--- src/rtl/apb_master_port_if.sv ---
// apb_master_port_if
//   APB bus bundle between an initiator (apb_master_port) and a peripheral.
//   Parameters: ADDR_W (PADDR width), DATA_W (PWDATA/PRDATA width).
//   Signals:
//     PSEL, PENABLE, PWRITE, PADDR, PWDATA  driven by the master
//     PRDATA, PREADY, PSLVERR               driven by the slave
//   Modports: master (initiator side), slave (peripheral side).
interface apb_master_port_if #(
  parameter int ADDR_W = 32,
  parameter int DATA_W = 32
);
  logic              PSEL;
  logic              PENABLE;
  logic              PWRITE;
  logic [ADDR_W-1:0] PADDR;
  logic [DATA_W-1:0] PWDATA;
  logic [DATA_W-1:0] PRDATA;
  logic              PREADY;
  logic              PSLVERR;

  modport master (
    output PSEL, PENABLE, PWRITE, PADDR, PWDATA,
    input  PRDATA, PREADY, PSLVERR
  );

  modport slave (
    input  PSEL, PENABLE, PWRITE, PADDR, PWDATA,
    output PRDATA, PREADY, PSLVERR
  );
endinterface

--- src/rtl/apb_master_port.sv ---
// apb_master_port
//   Single-outstanding APB initiator. Turns one valid/ready command into an
//   APB SETUP + ACCESS transfer and returns a held valid/ready response.
//   Handles wait states, captures PSLVERR and aborts an ACCESS phase that
//   stays not-ready for TIMEOUT cycles (TIMEOUT = 0 waits forever).
//   Ports:
//     clk, n_rst               clock, asynchronous active-low reset
//     req_valid/req_ready      command handshake (req_ready = idle)
//     req_write/addr/wdata     command payload
//     rsp_valid/rsp_ready      response handshake, held until accepted
//     rsp_rdata/err/timeout    response payload (rdata is 0 for writes/aborts)
//     apb                      APB bus, master modport
module apb_master_port #(
  parameter int ADDR_W  = 32,
  parameter int DATA_W  = 32,
  parameter int TIMEOUT = 255
) (
  input  logic                 clk,
  input  logic                 n_rst,
  input  logic                 req_valid,
  output logic                 req_ready,
  input  logic                 req_write,
  input  logic [ADDR_W-1:0]    req_addr,
  input  logic [DATA_W-1:0]    req_wdata,
  output logic                 rsp_valid,
  input  logic                 rsp_ready,
  output logic [DATA_W-1:0]    rsp_rdata,
  output logic                 rsp_err,
  output logic                 rsp_timeout,
  apb_master_port_if.master    apb
);

  localparam logic [1:0] IDLE   = 2'd0;
  localparam logic [1:0] SETUP  = 2'd1;
  localparam logic [1:0] ACCESS = 2'd2;
  localparam logic [1:0] RESP   = 2'd3;

  // Counter only has to reach TIMEOUT-1; at least one bit wide so the
  // TIMEOUT = 0 configuration still elaborates.
  localparam int CNT_W = (TIMEOUT > 0) ? $clog2(TIMEOUT + 1) : 1;
  localparam logic [CNT_W-1:0] CNT_LAST = (TIMEOUT > 0) ? CNT_W'(TIMEOUT - 1) : '0;
  localparam bit TIMEOUT_EN = (TIMEOUT != 0);

  logic [1:0]        state_reg;
  logic [CNT_W-1:0]  wait_cnt_reg;
  logic              pwrite_reg;
  logic [ADDR_W-1:0] paddr_reg;
  logic [DATA_W-1:0] pwdata_reg;
  logic [DATA_W-1:0] rdata_reg;
  logic              err_reg;
  logic              timeout_reg;

  // Handshake and bus strobes are pure decodes of the state register, so
  // they drop together with the asynchronous reset and req_ready has no
  // path from req_valid.
  assign req_ready   = (state_reg == IDLE);
  assign rsp_valid   = (state_reg == RESP);
  assign apb.PSEL    = (state_reg == SETUP) || (state_reg == ACCESS);
  assign apb.PENABLE = (state_reg == ACCESS);
  assign apb.PWRITE  = pwrite_reg;
  assign apb.PADDR   = paddr_reg;
  assign apb.PWDATA  = pwdata_reg;

  assign rsp_rdata   = rdata_reg;
  assign rsp_err     = err_reg;
  assign rsp_timeout = timeout_reg;

  always_ff @(posedge clk or negedge n_rst) begin
    if (!n_rst) begin
      state_reg    <= IDLE;
      wait_cnt_reg <= '0;
      pwrite_reg   <= 1'b0;
      paddr_reg    <= '0;
      pwdata_reg   <= '0;
      rdata_reg    <= '0;
      err_reg      <= 1'b0;
      timeout_reg  <= 1'b0;
    end else begin
      case (state_reg)
        IDLE: begin
          if (req_valid) begin
            paddr_reg   <= req_addr;
            pwdata_reg  <= req_wdata;
            pwrite_reg  <= req_write;
            err_reg     <= 1'b0;
            timeout_reg <= 1'b0;
            state_reg   <= SETUP;
          end
        end
        SETUP: begin
          wait_cnt_reg <= '0;
          state_reg    <= ACCESS;
        end
        ACCESS: begin
          // PREADY is checked first so a completion on the last allowed
          // cycle beats the timeout. PSLVERR only matters with PREADY high.
          if (apb.PREADY) begin
            rdata_reg <= pwrite_reg ? '0 : apb.PRDATA;
            err_reg   <= apb.PSLVERR;
            state_reg <= RESP;
          end else if (TIMEOUT_EN && (wait_cnt_reg == CNT_LAST)) begin
            rdata_reg   <= '0;
            err_reg     <= 1'b1;
            timeout_reg <= 1'b1;
            state_reg   <= RESP;
          end else begin
            wait_cnt_reg <= wait_cnt_reg + 1'b1;
          end
        end
        RESP: begin
          if (rsp_ready) begin
            state_reg <= IDLE;
          end
        end
        default: state_reg <= IDLE;
      endcase
    end
  end

endmodule
--- src/flat_wrapper.sv ---
// flat-port wrapper written by rule: the top's interface ports become plain ports
module apb_master_port_flat 
#(
  parameter int ADDR_W  = 32,
  parameter int DATA_W  = 32,
  parameter int TIMEOUT = 255
)
  (clk, n_rst, req_valid, req_ready, req_write, req_addr, req_wdata, rsp_valid, rsp_ready, rsp_rdata, rsp_err, rsp_timeout, apb_PSEL, apb_PENABLE, apb_PWRITE, apb_PADDR, apb_PWDATA, apb_PRDATA, apb_PREADY, apb_PSLVERR);
  apb_master_port_if #(.ADDR_W(ADDR_W), .DATA_W(DATA_W)) apb_i ();
  input  logic clk;
  input  logic n_rst;
  input  logic req_valid;
  output logic req_ready;
  input  logic req_write;
  input  logic [ADDR_W-1:0] req_addr;
  input  logic [DATA_W-1:0] req_wdata;
  output logic rsp_valid;
  input  logic rsp_ready;
  output logic [DATA_W-1:0] rsp_rdata;
  output logic rsp_err;
  output logic rsp_timeout;
  output wire logic [$bits(apb_i.PSEL)-1:0] apb_PSEL;
  output wire logic [$bits(apb_i.PENABLE)-1:0] apb_PENABLE;
  output wire logic [$bits(apb_i.PWRITE)-1:0] apb_PWRITE;
  output wire logic [$bits(apb_i.PADDR)-1:0] apb_PADDR;
  output wire logic [$bits(apb_i.PWDATA)-1:0] apb_PWDATA;
  input wire logic [$bits(apb_i.PRDATA)-1:0] apb_PRDATA;
  input wire logic [$bits(apb_i.PREADY)-1:0] apb_PREADY;
  input wire logic [$bits(apb_i.PSLVERR)-1:0] apb_PSLVERR;
  assign apb_PSEL = apb_i.PSEL;
  assign apb_PENABLE = apb_i.PENABLE;
  assign apb_PWRITE = apb_i.PWRITE;
  assign apb_PADDR = apb_i.PADDR;
  assign apb_PWDATA = apb_i.PWDATA;
  assign apb_i.PRDATA = apb_PRDATA;
  assign apb_i.PREADY = apb_PREADY;
  assign apb_i.PSLVERR = apb_PSLVERR;
  apb_master_port #(.ADDR_W(ADDR_W), .DATA_W(DATA_W), .TIMEOUT(TIMEOUT)) u_core (.clk(clk), .n_rst(n_rst), .req_valid(req_valid), .req_ready(req_ready), .req_write(req_write), .req_addr(req_addr), .req_wdata(req_wdata), .rsp_valid(rsp_valid), .rsp_ready(rsp_ready), .rsp_rdata(rsp_rdata), .rsp_err(rsp_err), .rsp_timeout(rsp_timeout), .apb(apb_i));
endmodule
--- config.mk ---
export PLATFORM = sky130hd
export DESIGN_NAME = apb_master_port_flat
export DESIGN_NICKNAME = d
export VERILOG_FILES = /design/src/rtl/apb_master_port_if.sv /design/src/rtl/apb_master_port.sv /design/src/flat_wrapper.sv
export SDC_FILE = /design/constraint.sdc
export NUM_CORES = 1
export LEC_CHECK = 0
export CELL_PAD_IN_SITES_DETAIL_PLACEMENT = 1
export CELL_PAD_IN_SITES_GLOBAL_PLACEMENT = 2
export CORE_ASPECT_RATIO = 1.5
export CORE_MARGIN = 2
export CORE_UTILIZATION = 28
export DETAILED_ROUTE_END_ITERATION = 16
export GPL_ROUTABILITY_DRIVEN = 0
export PLACE_DENSITY = 0.95
export SYNTH_ARGS = -nofsm -noshare
export SYNTH_HDL_FRONTEND = slang
export SYNTH_SLANG_ARGS = --single-unit
--- constraint.sdc ---
create_clock -name clk -period 4.4 [get_ports clk]
set_input_delay 0.88 -clock clk [delete_from_list [all_inputs] [get_ports clk]]
set_output_delay 0.88 -clock clk [all_outputs]
set_load 0.02 [all_outputs]
==> results of run 1 <==
[Yosys cell counts (all sizes together)]
| cell | number |
|---|---|
| and4 | 2 |
| nor2b | 3 |
| mux2 | 65 |
| o21ai | 4 |
| nand4b | 1 |
| o311ai | 1 |
| a311o | 1 |
| a31oi | 5 |
| dfrtp | 109 |
| nand2 | 10 |
| a2111oi | 1 |
| a21o | 3 |
| a21oi | 6 |
| clkbuf | 8 |
| o31a | 1 |
| nor2 | 9 |
| or3 | 1 |
| a211o | 1 |
| a221o | 1 |
| and3 | 2 |
| or2 | 1 |
| nand3 | 2 |
| nand4 | 2 |
| inv | 7 |
| mux2i | 2 |
| ha | 6 |
| a22o | 32 |
| buf | 9 |
| o22ai | 2 |
| nor3 | 1 |
| a31o | 1 |
| nor4 | 1 |
[power by group through the flow]
| stage | clock [W] | sequential, W | combinational (W) |
|---|---|---|---|
| after detailed placement | 0 | 0.00178 | 0.00271 |
| after floorplan | 0 | 0.00232 | 0.000809 |
| final | 0.000869 | 0.00176 | 0.00267 |
| after CTS | 0.000900 | 0.00176 | 0.00272 |
| after global placement | 0 | 0.00174 | 0.00263 |
| after global routing | 0.000941 | 0.00183 | 0.00283 |
[routing by layer]
metal  part of all wire [%]  GRT usage (%)
met4                    3.6           6.95
met1                     36           16.9
met3                    5.5           4.50
met5                      0              0
met2                     55           29.4
[final timing paths]
check,start,to,depth (start not counted)
max,u_core.state_reg[0]$_DFFE_PN0P_,apb_PENABLE,3
min,u_core.rsp_rdata[13]$_DFFE_PN0P_,u_core.rsp_rdata[13]$_DFFE_PN0P_,1
max reg2reg,u_core.state_reg[0]$_DFFE_PN0P_,u_core.rsp_rdata[15]$_DFFE_PN0P_,4
min reg2reg,u_core.rsp_rdata[13]$_DFFE_PN0P_,u_core.rsp_rdata[13]$_DFFE_PN0P_,1
max in group asynchronous,n_rst,u_core.apb.PADDR[25]$_DFFE_PN0P_,2
min in group asynchronous,n_rst,u_core.apb.PWDATA[21]$_DFFE_PN0P_,1
[layout by cell type, fill, tap and decap left out, types with 3 or more instances in the layout]
cell type        count
o21ai_0              4
clkdlybuf4s50_1    204
mux2_2              65
a21o_2               3
nand2_1              9
a22o_1              32
nor2_1               8
a31oi_1              5
dfrtp_1            109
ha_1                 6
clkbuf_16            9
buf_4                6
inv_1                7
nor2b_1              3
a21oi_1              6
[logic make-up (layout without fill, tap and decap cells)]
logic type	count (synthesis)	count (layout)	synth area share, %
compound gates	59	59	11.2
flops	109	109	63.0
fa+ha+maj	6	6	1.74
buf+inv	24	233	2.49
mux	67	67	17.4
simple gates	35	35	4.16
[final cells by class]
cell class | instances | area share (%)
Inverter | 7 | 0.381
Sequential cell | 109 | 39.5
Clock inverter | 5 | 0.942
Multi-Input combinational cell | 167 | 21.7
Timing Repair Buffer | 210 | 30.2
Tap cell | 199 | 3.61
Clock buffer | 11 | 3.66
[stage by stage]
| step | hold WS [ns] | cell area (um2) | setup WS [ns] | util (%) | instances |
|---|---|---|---|---|---|
| detailed placement | 0.493 | 6590 | 1.39 | 43.7 | 692 |
| floorplan | 0.469 | 4330 | 2.42 | - | 300 |
| finish | 0.502 | 6900 | 1.29 | 45.8 | 708 |
| CTS | 0.510 | 6900 | 1.25 | 45.8 | 708 |
| global placement | 0.486 | 6590 | 1.52 | 43.7 | 692 |
| global route | 0.523 | 6900 | 1.15 | 45.8 | 708 |
==> reports/results.txt, run 1 <==
Post-route setup TNS = 0 ns
R2r setup slk = 1.81 ns
Outcome = finished clean
CP delay by family, top = buffers and inverters
RSZ-0062 raised after global routing = no
Crit path cell chain = inv_1 > ha_1 > clkdlybuf4s50_1
PostCTS Resize Cnt = 0
Crit path DAT = 2.23 ns
Internal power = 0.00336 W
Total Wirelength = 12.9 mm
Slew headroom = 27.1%
Number of buffers created by CTS = 9
Logic pwr share = 50.5%
Row Count = 55
Gr ovfl total = 0
Crit path time final = 3.11 ns
Initial Util = 28.7%
Worst skew pair latency = 0.35 ns
Via-to-Cell Ratio = 4.71
Multi-input combinational cell area = 1500 um2
Global-route wire length before repair = 20.5 mm
Worst EP required = 3.52 ns
CTS tree = yes
Initial antenna violation count = 0
Peak supply drop = 0.330 mV
Max_cap viols = 0
Setup CP Type = reg2out
Yosys warns = 0
CP Buf/Inv Count = 2
FF/Latch Area = 2730 um2
Die width = 105 um
Main area contributors after synthesis = dfrtp_1 (63%), mux2_2 (17%), a22o_1 (6.5%), ha_1 (1.7%), buf_2 (0.93%)
Cell variety after synth = 34
Share of cells above drive strength 1 = 19.4%
Crit path largest cell delay = 0.74 ns
FILL cells = 1,548
Critical Path Slowest Stage Cell = clkdlybuf4s50_1
Tot GR Track Use = 16.0%
Worst setup SP type = register
DIE AREA = 16,500 um2
CTS sink cnt = 109
Area growth from synthesis to layout = 59.6%
1st-iter DRT viols = 67
Cells after Synth = 300
Cell leakage power = 2.89 nW
Pwr per Cell Area = 767 nW/um2
Final setup viols = 0
Worst-path clk slew = 0.08 ns
IO Count = 206
Crit. End Element = output port
Total Nets Final = 613
Worst min-delay path class = reg2reg
Vias = 3,337
Synth Register Bits = 109
Total power = 0.00530 W
Syn avg cell area = 14.4 um2
Least-Margin Pin Slew = 1.09 ns
I/O Buffers = 205
P_sw = 0.00194 W
Final clock skew = 0.00871 ns
Root Buffer Master = clkbuf_16
WL per Instance = 18.2 um
Share of total power in the clock network = 16.4%
Slew Viols, Final = 0
Sw frac = 36.6%
Vias in the first global route = 3,761
TritonRoute pass-1 iters = 5
Worst-path fanout max = 20
DRC = 0
DP Wirelength = 9.85 mm
Sequential power share = 33.1%
Endpoints failing hold = 0
ANT cells = 0
Syn Nets = 409
Peak Freq = 321 MHz
Post-synthesis sequential area ratio = 63.0%
Synth Cell Area = 4330 um2
Largest net degree at the start of global routing = 57
H-tree levels = 3
Setup Fix Bufs, Post-CTS = 0
Bufs on Longest Clock Path = 2
Core area = 15,100 um2
Yosys top cell area share = 63.0%
Post-synth top area cell = dfrtp_1
Die height = 156 um
Final period util = 70.7%
ANT nets after route = 0
Hold_buf cts = 0
Power figures use the tool's default switching activity.
==> run 2, diff against run 1 <==
--- a/config.mk
+++ b/config.mk
@@ -9,10 +9,10 @@
 export CELL_PAD_IN_SITES_GLOBAL_PLACEMENT = 2
 export CORE_ASPECT_RATIO = 1.5
 export CORE_MARGIN = 2
-export CORE_UTILIZATION = 28
+export CORE_UTILIZATION = 26
 export DETAILED_ROUTE_END_ITERATION = 16
 export GPL_ROUTABILITY_DRIVEN = 0
-export PLACE_DENSITY = 0.95
+export PLACE_DENSITY = 0.92
 export SYNTH_ARGS = -nofsm -noshare
 export SYNTH_HDL_FRONTEND = slang
 export SYNTH_SLANG_ARGS = --single-unit
==> constraint.sdc (replaced) <==
create_clock -name clk -period 3.1 [get_ports clk]
set_input_delay 0.62 -clock clk [delete_from_list [all_inputs] [get_ports clk]]
set_output_delay 0.62 -clock clk [all_outputs]
set_load 0.02 [all_outputs]
==> reports/results.txt, run 2 (synthesized netlist as in run 1, its figures left out) <==
Worst EP required = 2.48 ns (-1.04 ns)
Multi-input combinational cell area = 1500 um2 (unchanged)
Row Count = 57 (+3.6%)
Worst-path fanout max = 5 (-75%)
Core area = 16,300 um2 (+7.9%)
Total Wirelength = 13.0 mm (+0.29%)
Final period util = 77.3%
Global-route wire length before repair = 19.9 mm (-3.2%)
Setup Fix Bufs, Post-CTS = 0 (unchanged)
Vias = 3,306 (-0.93%)
RSZ-0062 raised after global routing = no
CTS tree = yes
Sequential power share = 33.1% (about the same)
Peak Freq = 417 MHz
Die height = 162 um (+3.7%)
Post-route setup TNS = 0 ns (unchanged)
Die width = 109 um (+3.6%)
Most frequent cells in the layout = clkdlybuf4s50_1 (204), dfrtp_1 (109), mux2_2 (65)
FILL cells = 1,748 (+13%)
DRC = 0 (unchanged)
ANT cells = 0 (unchanged)
P_sw = 0.00274 W (+41%)
Bufs on Longest Clock Path = 2 (unchanged)
Crit. End Element = output port
Initial antenna violation count = 0 (unchanged)
Slew headroom = 50.1% (+23 points)
Endpoints failing hold = 0 (unchanged)
Worst min-delay path class = in2async
Internal power = 0.00482 W (+43%)
DIE AREA = 17,700 um2 (+7.4%)
Worst-path clk slew = 0.07 ns (about the same)
Crit path time final = 2.40 ns
ANT nets after route = 0 (unchanged)
Share of total power in the clock network = 16.3% (about the same)
Commonest non-fill, non-tap cell in the layout = clkdlybuf4s50_1
Share of cells above drive strength 1 = 19.4% (unchanged)
Crit path DAT = 1.78 ns (-0.45 ns)
Setup CP Type = reg2out
H-tree levels = 3 (unchanged)
Final clock skew = 0.0117 ns (+0.00301 ns)
Initial Util = 26.6% (-2.1 points)
Hold Slack = 0.403 ns (-0.0985 ns)
Worst skew pair latency = 0.34 ns (about the same)
1st-iter DRT viols = 107 (+60%)
Hold_buf cts = 0 (unchanged)
Logic pwr share = 50.5% (about the same)
Final Util = 42.6% (-3.2 points)
Tot GR Track Use = 14.6% (-1.4 points)
Max_cap viols = 0 (unchanged)
Final setup viols = 0 (unchanged)
CTS sink cnt = 109 (unchanged)
Area growth from synthesis to layout = 60.3%
Least-Margin Pin Slew = 0.748 ns (-0.343 ns)
Total Nets Final = 614 (+0.16%)
FF/Latch Area = 2730 um2 (unchanged)
Vias in the first global route = 3,854 (+2.5%)
DP Wirelength = 9.77 mm (-0.82%)
Cell leakage power = 2.90 nW (+0.23%)
IO Count = 206 (unchanged)
Total power = 0.00756 W (+43%)
PostCTS Resize Cnt = 0 (unchanged)
Worst setup SP type = register
Number of buffers created by CTS = 9 (unchanged)
Peak supply drop = 0.525 mV (+59%)
Outcome = finished clean
Via-to-Cell Ratio = 4.62 (-1.9%)
WL per Instance = 18.1 um (-0.69%)
Root Buffer Master = clkbuf_16
Gr ovfl total = 0 (unchanged)
Slew Viols, Final = 0 (unchanged)
Sw frac = 36.2% (-0.36 points)
I/O Buffers = 205 (unchanged)
Largest net degree at the start of global routing = 67 (+18%)
TritonRoute pass-1 iters = 5 (unchanged)
Pwr per Cell Area = 1090 nW/um2 (+42%)
-- run 2: path summary, 6_finish.rpt --
path | start | to | slack (ns) | cells after the start
max | u_core.state_reg[1]$_DFFE_PN0P_ | req_ready | 0.70 | 3
min | n_rst | u_core.rsp_rdata[1]$_DFFE_PN0P_ | 0.40 | 2
max reg2reg | u_core.wait_cnt_reg[0]$_DFFE_PN0P_ | u_core.wait_cnt_reg[7]$_DFFE_PN0P_ | 1.13 | 6
min reg2reg | u_core.apb.PADDR[23]$_DFFE_PN0P_ | u_core.apb.PADDR[23]$_DFFE_PN0P_ | 0.51 | 1
max in group asynchronous | n_rst | u_core.apb.PADDR[30]$_DFFE_PN0P_ | 2.16 | 2
min in group clk | u_core.apb.PADDR[23]$_DFFE_PN0P_ | u_core.apb.PADDR[23]$_DFFE_PN0P_ | 0.51 | 1
-- run 2: final cells by class --
type	instances	area share, %
Clock buffer	9	3.25
Clock inverter	6	1.35
Inverter	7	0.379
Multi-Input combinational cell	167	21.6
Sequential cell	109	39.3
Tap cell	206	3.72
Timing Repair Buffer	211	30.4
-- run 2: per-layer routing --
metal	GRT usage (%)	vias up	wire length, um
li1	-	1499	-
met4	5.18	0	264
met2	28.2	109	7480
met5	0	-	0
met3	4.01	19	680
met1	14.5	1679	4530
-- run 2: stage by stage --
stage | area [um2] | setup WS, ns | std cells
2_1_floorplan | 4330 | 1.23 | 300
3_3_place_gp | 6620 | 0.957 | 700
3_5_place_dp | 6620 | 0.876 | 700
4_1_cts | 6930 | 0.668 | 715
5_1_grt | 6930 | 0.576 | 715
6_report | 6930 | 0.703 | 715
-- run 2: power by group through the flow --
stage	Clock [W]	Combinational, W	Sequential [W]
6_report	0.00124	0.00382	0.00250
5_1_grt	0.00135	0.00404	0.00259
4_1_cts	0.00129	0.00388	0.00251
3_5_place_dp	0	0.00386	0.00253
3_3_place_gp	0	0.00377	0.00247
2_1_floorplan	0	0.00115	0.00329
-- run 2: critical path, stage by stage (launching register included) --
cell,delay [ns]
dfrtp_1,0.40
inv_1,0.11
ha_1,0.28
clkdlybuf4s50_1,0.65
==> run 3, diff against run 2 <==
--- a/config.mk
+++ b/config.mk
@@ -9,10 +9,10 @@
 export CELL_PAD_IN_SITES_GLOBAL_PLACEMENT = 2
 export CORE_ASPECT_RATIO = 1.5
 export CORE_MARGIN = 2
-export CORE_UTILIZATION = 26
+export CORE_UTILIZATION = 23
 export DETAILED_ROUTE_END_ITERATION = 16
 export GPL_ROUTABILITY_DRIVEN = 0
-export PLACE_DENSITY = 0.92
+export PLACE_DENSITY = 0.87
 export SYNTH_ARGS = -nofsm -noshare
 export SYNTH_HDL_FRONTEND = slang
 export SYNTH_SLANG_ARGS = --single-unit
==> constraint.sdc (replaced) <==
create_clock -name clk -period 2.18 [get_ports clk]
set_input_delay 0.436 -clock clk [delete_from_list [all_inputs] [get_ports clk]]
set_output_delay 0.436 -clock clk [all_outputs]
set_load 0.02 [all_outputs]
==> reports/results.txt, run 3 (synthesized netlist as in run 1, its figures left out) <==
Setup CP Type = reg2reg
Number of buffers created by CTS = 9 (unchanged)
RSZ-0062 raised after global routing = no
Hold_buf cts = 0 (unchanged)
Gr ovfl total = 0 (unchanged)
Endpoints failing hold = 0 (unchanged)
Bufs on Longest Clock Path = 2 (unchanged)
Cell leakage power = 2.93 nW (+1.0%)
Final period util = 92.1%
Via-to-Cell Ratio = 4.37 (-5.5%)
Root Buffer Master = clkbuf_16
Initial antenna violation count = 0 (unchanged)
Area growth from synthesis to layout = 62.3%
Worst-path fanout max = 6 (+1)
ANT nets after route = 0 (unchanged)
H-tree levels = 3 (unchanged)
I/O Buffers = 205 (unchanged)
Setup Fix Bufs, Post-CTS = 0 (unchanged)
ANT cells = 0 (unchanged)
Final Util = 38.0% (-4.6 points)
R2r setup slk = 0.17 ns (-0.96 ns)
Row Count = 61 (+7.0%)
Max_cap viols = 0 (unchanged)
Final setup viols = 0 (unchanged)
DRC = 0 (unchanged)
Share of cells above drive strength 1 = 19.8% (+0.32 points)
Pwr per Cell Area = 1520 nW/um2 (+40%)
Total Nets Final = 615 (+0.16%)
Reg2Reg Depth = 6 (unchanged)
CP delay by family, top = compound AO/OA/AOI/OAI gates
Post-route setup TNS = 0 ns (unchanged)
Slew Viols, Final = 0 (unchanged)
CP Buf/Inv Count = 1 (-1)
Crit. End Element = register
IO Count = 206 (unchanged)
Outcome = finished clean
Most frequent cells in the layout = clkdlybuf4s50_1 (201), dfrtp_1 (109), mux2_2 (65)
Die width = 116 um (+6.1%)
Core area = 18,500 um2 (+14%)
Tot GR Track Use = 13.3% (-1.3 points)
CTS tree = yes
Slew headroom = 68.9% (+19 points)
Critical Path Slowest Stage Cell = a2111oi_4
Least-Margin Pin Slew = 0.466 ns (-0.282 ns)
Peak supply drop = 0.640 mV (+22%)
Crit Reg-Reg Startpoint = u_core.wait_cnt_reg[0]$_DFFE_PN0P_
DP Wirelength = 10.1 mm (+3.4%)
Largest net degree at the start of global routing = 45 (-33%)
WL per Instance = 17.4 um (-3.8%)
Peak Freq = 498 MHz
Setup slack after layout = 0.171 ns (-0.531 ns)
R2R Path End = u_core.wait_cnt_reg[7]$_DFFE_PN0P_
DIE AREA = 19,900 um2 (+13%)
Commonest non-fill, non-tap cell in the layout = clkdlybuf4s50_1
FILL cells = 1,978 (+13%)
Worst setup SP type = register
Die height = 172 um (+6.2%)
Crit path largest cell delay = 0.53 ns (-0.12 ns)
CTS sink cnt = 109 (unchanged)
Final clock skew = 0.00788 ns (-0.00384 ns)
Dpl ws = 0.128 ns (-0.748 ns)
Crit path DAT = 2.24 ns (+0.46 ns)
Initial Util = 23.4% (-3.2 points)
Vias = 3,334 (+0.85%)
Worst min-delay path class = in2async
Crit path cell chain = inv_1 > ha_1 > and3_2 > a2111oi_4 > a31oi_1 > a221o_1
1st-iter DRT viols = 102 (-4.7%)
Worst-path clk slew = 0.08 ns (about the same)
Vias in the first global route = 3,744 (-2.9%)
Crit path time final = 2.01 ns
Total Wirelength = 13.3 mm (+2.7%)
Global-route wire length before repair = 20.5 mm (+2.9%)
Worst skew pair latency = 0.35 ns (about the same)
TritonRoute pass-1 iters = 4 (-1)
Worst EP required = 2.41 ns (-0.07 ns)
-- run 3: per-stage QoR --
stage | total power [W] | area (um2) | instances | hold WS [ns]
finish | 0.0107 | 7020 | 763 | 0.00159
CTS | 0.0109 | 7020 | 763 | 0.000170
floorplan | 0.00631 | 4330 | 300 | 0.140
detailed placement | 0.00913 | 6720 | 747 | 0.388
global route | 0.0113 | 7020 | 763 | 0.00893
global placement | 0.00891 | 6720 | 747 | 0.382
-- run 3: final cells by class --
type | count | area, um2 | share of cell area, %
inverters | 7 | 26.3 | 0.374
multi-input cells | 167 | 1500 | 21.3
repair buffers | 212 | 2150 | 30.6
flip-flops and latches | 109 | 2730 | 38.8
clock buffers | 9 | 225 | 3.21
well taps | 252 | 315 | 4.49
clock inverters | 7 | 80.1 | 1.14
-- run 3: worst max-delay path by stage --
stage                                                   from                                  to  slack, ns  depth (start not counted)
after detailed placement                          apb_PREADY  u_core.wait_cnt_reg[7]$_DFFE_PN0P_       0.13                          4
after floorplan              u_core.state_reg[0]$_DFFE_PN0P_    u_core.apb.PADDR[18]$_DFFE_PN0P_       0.31                          6
final                     u_core.wait_cnt_reg[0]$_DFFE_PN0P_  u_core.wait_cnt_reg[7]$_DFFE_PN0P_       0.17                          6
after global placement                            apb_PREADY          u_core.rsp_err$_DFFE_PN0P_       0.14                          4
after CTS                    u_core.state_reg[0]$_DFFE_PN0P_                         apb_PENABLE       0.03                          3
after global routing      u_core.wait_cnt_reg[0]$_DFFE_PN0P_  u_core.wait_cnt_reg[7]$_DFFE_PN0P_       0.03                          6
-- run 3: worst reg2reg max path: stages (launching register included) --
cell	delay [ns]
dfrtp_1	0.39
inv_1	0.10
ha_1	0.22
and3_2	0.23
a2111oi_4	0.53
a31oi_1	0.15
a221o_1	0.28
-- run 3: layer usage --
layer  track usage [%]  part of all wire, %  wire [um]  up-vias
met3              3.82                  5.0        669       20
met5                 0                    0          0        -
li1                  -                    -          -     1496
met2              25.5                   59       7810      104
met4              4.92                  2.5        327        0
met1              13.5                   34       4490     1714
-- run 3: where the power goes --
| group | switching (W) | internal, W |
|---|---|---|
| logic | 0.00260 | 0.00283 |
| registers | 0.000553 | 0.00300 |
| clock network | 0.000806 | 0.000909 |
| total | 0.00396 | 0.00675 |
-- run 3: repair_timing --
item | in CTS | in global routing
gates resized for setup | 2 | 1
hold endpoints to repair | 0 | 0
endpoints found under the setup margin | 2 | 1
